`config.mk`:
```
export PLATFORM = sky130hd
export DESIGN_NAME = rd_ptr_ctrl_flat
export DESIGN_NICKNAME = d
export VERILOG_FILES = /design/src/rtl/async_fifo_pkg.sv /design/src/rtl/rd_ptr_ctrl_if.sv /design/src/rtl/ptr_sync.sv /design/src/rtl/rd_ptr_ctrl.sv /design/src/flat_wrapper.sv
export SDC_FILE = /design/constraint.sdc
export NUM_CORES = 1
export LEC_CHECK = 0
export CORE_UTILIZATION = 40
export DETAILED_ROUTE_END_ITERATION = 8
export HOLD_SLACK_MARGIN = 0.15
export PLACE_DENSITY = 0.77
export SETUP_SLACK_MARGIN = 0.5
export SKIP_CTS_REPAIR_TIMING = 1
export SYNTH_ARGS = -nofsm -noshare
export SYNTH_HDL_FRONTEND = slang
export SYNTH_HIERARCHICAL = 1
export SYNTH_SLANG_ARGS = --single-unit
```
`constraint.sdc`:
```
create_clock -name rd_clk -period 3.6 [get_ports rd_clk]
set_input_delay 0.72 -clock rd_clk [delete_from_list [all_inputs] [get_ports rd_clk]]
set_output_delay 0.72 -clock rd_clk [all_outputs]
set_load 0.1 [all_outputs]
```
`src/rtl/async_fifo_pkg.sv`:
```
// async_fifo_pkg: shared pointer defaults and Gray/binary conversion helpers
package async_fifo_pkg;
  localparam int ADDR_WIDTH_DEF = 4;
  localparam int SYNC_STAGES_DEF = 2;
  function automatic logic [31:0] bin_to_gray(input logic [31:0] b);
    return b ^ (b >> 1);
  endfunction
  function automatic logic [31:0] gray_to_bin(input logic [31:0] g);
    logic [31:0] b;
    for (int i = 0; i < 32; i++) b[i] = ^(g >> i);
    return b;
  endfunction
endpackage

```
`src/rtl/rd_ptr_ctrl_if.sv`:
```
// rd_ptr_ctrl_if: read-side FIFO control bundle between pointer logic and its user
interface rd_ptr_ctrl_if import async_fifo_pkg::*; #(
  parameter int ADDR_WIDTH = ADDR_WIDTH_DEF
);
  logic                  rd_en;
  logic [ADDR_WIDTH-1:0] wr_ptr_g;
  logic [ADDR_WIDTH-2:0] rd_addr;
  logic [ADDR_WIDTH-1:0] rd_ptr_b;
  logic [ADDR_WIDTH-1:0] rd_ptr_g;
  logic                  fifo_empty;
  logic                  fifo_aempty;
  logic [ADDR_WIDTH-1:0] rd_level;
  logic                  underflow;
  modport master (
    output rd_en, wr_ptr_g,
    input  rd_addr, rd_ptr_b, rd_ptr_g, fifo_empty, fifo_aempty, rd_level, underflow
  );
  modport slave (
    input  rd_en, wr_ptr_g,
    output rd_addr, rd_ptr_b, rd_ptr_g, fifo_empty, fifo_aempty, rd_level, underflow
  );
endinterface

```
`src/rtl/ptr_sync.sv`:
```
// ptr_sync: multi-flop synchronizer for a Gray pointer crossing clock domains
module ptr_sync #(
  parameter int STAGES = 2,
  parameter int WIDTH = 4
) (
  input  logic             clk,
  input  logic             rst,
  input  logic [WIDTH-1:0] d,
  output logic [WIDTH-1:0] q
);
  logic [STAGES-1:0][WIDTH-1:0] sr;
  // shift the incoming pointer through the chain, cleared on reset
  always_ff @(posedge clk)
    sr <= rst ? '0 : {sr[STAGES-2:0], d};
  assign q = sr[STAGES-1];
endmodule

```
`src/rtl/rd_ptr_ctrl.sv`:
```
// rd_ptr_ctrl: read pointer, empty, almost-empty, level and underflow logic of the async FIFO
module rd_ptr_ctrl import async_fifo_pkg::*; #(
  parameter int ADDR_WIDTH = ADDR_WIDTH_DEF,
  parameter int SYNC_STAGES = SYNC_STAGES_DEF,
  parameter int AEMPTY_THRESH = 2
) (
  input logic         rd_clk,
  input logic         rd_rst,
  rd_ptr_ctrl_if.slave bus
);
  localparam logic [ADDR_WIDTH-1:0] AE_LIM = ADDR_WIDTH'(AEMPTY_THRESH);
  logic [ADDR_WIDTH-1:0] wr_ptr_g_sync, wr_ptr_b_sync, rd_ptr_b, rd_ptr_g, rd_ptr_b_next, level_next, rd_level;
  logic fifo_empty, fifo_aempty, underflow, acc;
  ptr_sync #(.STAGES(SYNC_STAGES), .WIDTH(ADDR_WIDTH)) u_sync (
    .clk(rd_clk),
    .rst(rd_rst),
    .d(bus.wr_ptr_g),
    .q(wr_ptr_g_sync)
  );
  assign acc = bus.rd_en && !fifo_empty;
  assign rd_ptr_b_next = rd_ptr_b + ADDR_WIDTH'(acc);
  assign wr_ptr_b_sync = ADDR_WIDTH'(gray_to_bin(32'(wr_ptr_g_sync)));
  assign level_next = wr_ptr_b_sync - rd_ptr_b_next;
  // advance pointers on accepted reads and register the status flags from the post-read state
  always_ff @(posedge rd_clk)
    if (rd_rst) begin
      rd_ptr_b <= '0;
      rd_ptr_g <= '0;
      rd_level <= '0;
      fifo_empty <= 1'b1;
      fifo_aempty <= 1'b1;
      underflow <= 1'b0;
    end else begin
      rd_ptr_b <= rd_ptr_b_next;
      rd_ptr_g <= ADDR_WIDTH'(bin_to_gray(32'(rd_ptr_b_next)));
      rd_level <= level_next;
      fifo_empty <= rd_ptr_b_next == wr_ptr_b_sync;
      fifo_aempty <= level_next <= AE_LIM;
      underflow <= bus.rd_en && fifo_empty;
    end
  assign bus.rd_addr = rd_ptr_b[ADDR_WIDTH-2:0];
  assign bus.rd_ptr_b = rd_ptr_b;
  assign bus.rd_ptr_g = rd_ptr_g;
  assign bus.rd_level = rd_level;
  assign bus.fifo_empty = fifo_empty;
  assign bus.fifo_aempty = fifo_aempty;
  assign bus.underflow = underflow;
endmodule

```
`src/flat_wrapper.sv`:
```
// flat-port wrapper written by rule: the top's interface ports become plain ports
module rd_ptr_ctrl_flat import async_fifo_pkg::*;
#(
  parameter int ADDR_WIDTH = ADDR_WIDTH_DEF,
  parameter int SYNC_STAGES = SYNC_STAGES_DEF,
  parameter int AEMPTY_THRESH = 2
)
  (rd_clk, rd_rst, bus_rd_en, bus_wr_ptr_g, bus_rd_addr, bus_rd_ptr_b, bus_rd_ptr_g, bus_fifo_empty, bus_fifo_aempty, bus_rd_level, bus_underflow);
  rd_ptr_ctrl_if #(.ADDR_WIDTH(ADDR_WIDTH)) bus_i ();
  input logic rd_clk;
  input logic rd_rst;
  input wire logic [$bits(bus_i.rd_en)-1:0] bus_rd_en;
  input wire logic [$bits(bus_i.wr_ptr_g)-1:0] bus_wr_ptr_g;
  output wire logic [$bits(bus_i.rd_addr)-1:0] bus_rd_addr;
  output wire logic [$bits(bus_i.rd_ptr_b)-1:0] bus_rd_ptr_b;
  output wire logic [$bits(bus_i.rd_ptr_g)-1:0] bus_rd_ptr_g;
  output wire logic [$bits(bus_i.fifo_empty)-1:0] bus_fifo_empty;
  output wire logic [$bits(bus_i.fifo_aempty)-1:0] bus_fifo_aempty;
  output wire logic [$bits(bus_i.rd_level)-1:0] bus_rd_level;
  output wire logic [$bits(bus_i.underflow)-1:0] bus_underflow;
  assign bus_i.rd_en = bus_rd_en;
  assign bus_i.wr_ptr_g = bus_wr_ptr_g;
  assign bus_rd_addr = bus_i.rd_addr;
  assign bus_rd_ptr_b = bus_i.rd_ptr_b;
  assign bus_rd_ptr_g = bus_i.rd_ptr_g;
  assign bus_fifo_empty = bus_i.fifo_empty;
  assign bus_fifo_aempty = bus_i.fifo_aempty;
  assign bus_rd_level = bus_i.rd_level;
  assign bus_underflow = bus_i.underflow;
  rd_ptr_ctrl #(.ADDR_WIDTH(ADDR_WIDTH), .SYNC_STAGES(SYNC_STAGES), .AEMPTY_THRESH(AEMPTY_THRESH)) u_core (.rd_clk(rd_clk), .rd_rst(rd_rst), .bus(bus_i));
endmodule
```
# [Yosys cells after proc, flatten, opt, wreduce, memory -nomap -nowiden]
# Index checks and enable logic that the tools add are counted.
[totals] ff_bits=23 wordCells=20 input_bits=7
[classes] n_addsub=2 n_eq_ne=1 bitwise=1 n_lt_le_gt_ge=1 n_reduce_logical=7
[ops] cell="32-bit parity" n=4
[ops] cell="4-bit by 1-bit adder with 4-bit output" n=1
[ops] cell="4-bit equality test" n=1
[ops] cell="4-bit by 2-bit <= comparator with 1-bit output (second input constant)" n=1
[ops] cell="4-bit subtractor" n=1
[ops] cell="4-bit by 3-bit XOR with 4-bit output" n=1
[ops] cell="1-bit logical AND" n=2
[ops] cell="1-bit zero test" n=1

# [Logic depth before layout (Yosys ltp)]
[logic_depth] depth_word=5 depth_mapped=10 ltp_nobuf=9

# [Cells and area by module]
# The synthesis kept the hierarchy.
[modules_own_cells] mod="rd_ptr_ctrl" cells_each=64 area_each_um2=659.4 instances=1
[modules_own_cells] mod="ptr_sync" cells_each=20 area_each_um2=240.2 instances=1

# [Worst setup path before layout]
# OpenSTA, ideal clock, no wires.
[synth_path] kind="register -> register" startpoint="register u_core.fifo_empty, in the netlist u_core/bus.fifo_empty" endpoint="register u_core.fifo_aempty, in the netlist u_core/bus.fifo_aempty" period_less_slack_ns=2.820 t_required_ns=3.485 slack_ns=0.780 stages_incl_launch_ff=10 setup_ns=0.115 arrival_time_ns=2.705 path_buffers=0 cell_sequence="dfxtp_1 nor2b_1 ha_1 ha_1 xnor2_1 ha_1 a31o_1 a31oi_1 xor2_1 o21a_1"
[synth_via] elab_chain_len=5
[synth_rtl] element="start, declared" line="rd_ptr_ctrl.sv:13" source="logic fifo_empty, fifo_aempty, underflow, acc;"
[synth_rtl] element="start signal, assigned" line="rd_ptr_ctrl.sv:37" source="fifo_empty <= rd_ptr_b_next == wr_ptr_b_sync;"
[synth_rtl] element="1-bit zero test" line="rd_ptr_ctrl.sv:20" source="assign acc = bus.rd_en && !fifo_empty;"
[synth_rtl] element="1-bit logical AND" line="rd_ptr_ctrl.sv:20"
[synth_rtl] element="4-bit by 1-bit adder with 4-bit output" line="rd_ptr_ctrl.sv:21" source="assign rd_ptr_b_next = rd_ptr_b + ADDR_WIDTH'(acc);"
[synth_rtl] element="4-bit subtractor" line="rd_ptr_ctrl.sv:23" source="assign level_next = wr_ptr_b_sync - rd_ptr_b_next;"
[synth_rtl] element="4-bit by 2-bit <= comparator with 1-bit output" line="rd_ptr_ctrl.sv:38" source="fifo_aempty <= level_next <= AE_LIM;"
[synth_rtl] element="end signal, assigned" line="rd_ptr_ctrl.sv:31" source="fifo_aempty <= 1'b1;"
[synth_rtl] element="end signal, assigned" line="rd_ptr_ctrl.sv:38"
[synth_rtl] element="end, declared" line="rd_ptr_ctrl.sv:13"
# No other way between the ends.
# A chain may end at the register's enable or synchronous reset.

# [Worst setup path after layout]
[layout_path] startpoint="input port bus_rd_en" endpoint="register u_core.rd_level[3], in the netlist u_core/bus.rd_level[3]"
[layout_via] elab_chain_len=3
[layout_rtl] element="start, declared" line="flat_wrapper.sv:12" source="input wire logic [$bits(bus_i.rd_en)-1:0] bus_rd_en;"
[layout_rtl] element="1-bit logical AND" line="rd_ptr_ctrl.sv:20"
[layout_rtl] element="4-bit by 1-bit adder with 4-bit output" line="rd_ptr_ctrl.sv:21"
[layout_rtl] element="4-bit subtractor" line="rd_ptr_ctrl.sv:23"
[layout_rtl] element="end signal, assigned" line="rd_ptr_ctrl.sv:36" source="rd_level <= level_next;"
[layout_rtl] element="end, declared" line="rd_ptr_ctrl.sv:12" source="logic [ADDR_WIDTH-1:0] wr_ptr_g_sync, wr_ptr_b_sync, rd_ptr_b, rd_ptr_g, rd_ptr_b_next, level_next, rd_level;"
# No other way between the ends.

==> results.md <==
* Status: completed
* Worst path cell trace: clkdlybuf4s50_1 -> nor2b_1 -> ha_1 -> ha_1 -> xnor2_1 -> ha_1 -> a31o_1 -> a31oi_1 -> xor2_1 -> nor2_1
* CTS tree: yes
* I/O Pins at 25
* Worst endpoint data arrival time at 2980 ps
* Top cell type's share of synthesized area at 49.0%
* Dpl cells at 126
* Asr flop ratio synth at 0%
* Hold_sp: u_core/u_sync/sr[3]
* Ant diodes at 0
* Final hold slack at 447 ps
* CTS root buf: clkbuf_4
* Leading area contributor after synthesis: dfxtp_1
* Worst-Margin Slew at 975 ps
* PD cells at 628 mW/mm^2
* First-pass GRT wire length at 2.47 mm
* CP most frequent cell: ha_1
* Top cells by count, synth: dfxtp_1, nor2b_1, buf_4
* Post-synth cell types at 21
* Die ar. at 0.00244 mm^2
* Overall Power at 0.719 mW
* Worst r2r dst: u_core/bus.rd_level[3]
* TritonCTS Buffers at 3
* Hold WC Path Type: flip-flop to flip-flop
* Syn_area_per_cell at 10.7 um^2
* CP required at 3790 ps
* Design area at 0.00115 mm^2
* Clock-pin slew on the worst setup and hold paths at 120 ps
* DR WL met3 at 78 um
* Buf/Inv on CP at 1
* Unrepaired setup endpoints after global routing: false
* Clock Latency Late Sink at 310 ps
* Final TNS setup at 0 ps
* Leak pwr at 0.475 nW
* # DRC at 0
* Synthesized area at 900 um^2
* Vias in the first global route at 577
* Clk sinks at 22
* Final slew viol count at 0
* Final period util at 77.5%
* Core area at 0.00204 mm^2
* H-tree depth at 1
* Peak supply drop at 391 uV
* Layout Nets at 117
* CP max stage delay at 410 ps
* Worst-case clock buffer depth at 2
* Clock skew at 5.34 ps
* Met1 Wirelength at 568 um
* Critical path's top delay family: adder cells
* DRT iter0 DRCs at 7
* Syn_nets at 97
* Path depth of the worst reg2reg path at 9
* Final hold violation count at 0
* Synth area leaders: dfxtp_1, ha_1, nor2b_1
* Crit path max fanout at 4
* Worst slew margin at 34.8%
* Met2 WL post-DR at 738 um
* Synthesis-stage register bit count at 22
* Hold Path Stages at 1
* Period minus WS final at 2790 ps
* Die height at 49.4 um
* FF-to-FF setup slack at 1350 ps
* Wire per inst at 11.0 um
* Post-synth EDFFs at 0
* Layout cells sized above 1 at 5.83%
* Initial cell density of the core at 44.1%
* Routed via count at 612
* Reg2reg start: u_core/bus.fifo_empty
* Routability Congestion at 0.739
* Max-cap violations at 0
* Critical Setup Path Class: input port to flip-flop
* FP Rows at 16
* Sequential area share after synthesis at 49.0%
* Pre-CTS setup slack at 497 ps
* Critical path launch point type: input port
* Vias per Instance at 4.71
* Aggregate global routing overflow at 0
* Crit path capture type: flip-flop
* Ys Warns at 6
* Max layer used: met4
* Share of the core filled with cells at 56.1%
* Port bufs at 24
* Initial antenna violation count at 0
* Most common cell in the netlist: dfxtp_1
* DP Area at 0.00111 mm^2
* Die W at 49.4 um
* WL final at 1.42 mm
* F_max at 0.358 GHz
* Post-DRT Antenna Nets at 0
* Final setup viols at 0
* Hold endpoint: u_core/u_sync/q[3]
* GR Util All Layers at 14.0%
* CP max stage cell: clkdlybuf4s50_1
* Area grow syn2layout at 27.4%
* DR pass1 iterations at 4
* Largest net degree at the start of global routing at 22
* Most used DFF post-synth: dfxtp_1
* Mapped Cells at 84
* Post-route insts no fill at 130
* Final setup margin at 809 ps
registers in the layout, summed over array words and instances, names as in the netlist:
register,flops
u_core/bus.underflow,1
u_core/bus.rd_level,4
u_core/bus.fifo_aempty,1
u_core/bus.rd_ptr_b,4
u_core/u_sync/sr,4
u_core/bus.rd_ptr_g,3
u_core/u_sync/q,4
u_core/bus.fifo_empty,1
layout make-up:
type / instances / area (um^2)
Multi-Input combinational cell: 50 / 384
Clock buffer: 4 / 36.3
Tap cell: 27 / 33.8
Fill cell: 190 / 896
Sequential cell: 22 / 440
Inverter: 3 / 11.3
Timing Repair Buffer: 24 / 240
where the power goes:
group          internal [mW]  switching [mW]  total, mW  leakage [nW]
clock network         0.0618          0.0727      0.135        0.0210
registers              0.269         0.00998      0.279         0.181
logic                 0.0820           0.223      0.305         0.273
total                  0.413           0.306      0.719         0.475
worst register-to-register path, stage by stage (launching register included):
cell and delay, ps:
dfxtp_1 360, nor2b_1 70, ha_1 190, ha_1 210
xnor2_1 290, ha_1 350, a31o_1 210, a31oi_1 190
xor2_1 210, nor2_1 60
cells by family after synthesis:
group / share of synthesized area, %
xor+xnor: 14.5
compound gates: 5.70
fa+ha+maj: 8.34
flops: 49.0
buf+inv: 8.34
simple gates: 14.2
routing by layer:
| layer | up-vias | global-route usage (%) |
|---|---|---|
| li1 | 304 | - |
| met1 | 280 | 14.0 |
| met2 | 23 | 24.9 |
| met3 | 5 | 4.67 |
| met4 | 0 | 8.57 |
| met5 | - | 0 |
cells in the final DEF, fill, tap and decap left out, types with 2 or more instances in the layout:
cell             instances
and3_1                   2
dfxtp_1                 22
nor2_1                   7
xnor2_1                  6
clkbuf_4                 3
nor2b_1                 11
xor2_1                   6
a21oi_1                  2
ha_1                     6
inv_1                    3
clkdlybuf4s50_1         24
how the worst max path moves through the flow:
stage | from | end | cells past startpoint
floorplan | u_core/bus.fifo_empty | u_core/bus.fifo_aempty | 9
global placement | bus_rd_en | u_core/bus.rd_level[3] | 10
detailed placement | bus_rd_en | u_core/bus.rd_level[3] | 10
CTS | bus_rd_en | u_core/bus.rd_level[3] | 10
global route | bus_rd_en | u_core/bus.rd_level[3] | 10
finish | bus_rd_en | u_core/bus.rd_level[3] | 10
Power figures use the tool's default switching activity.
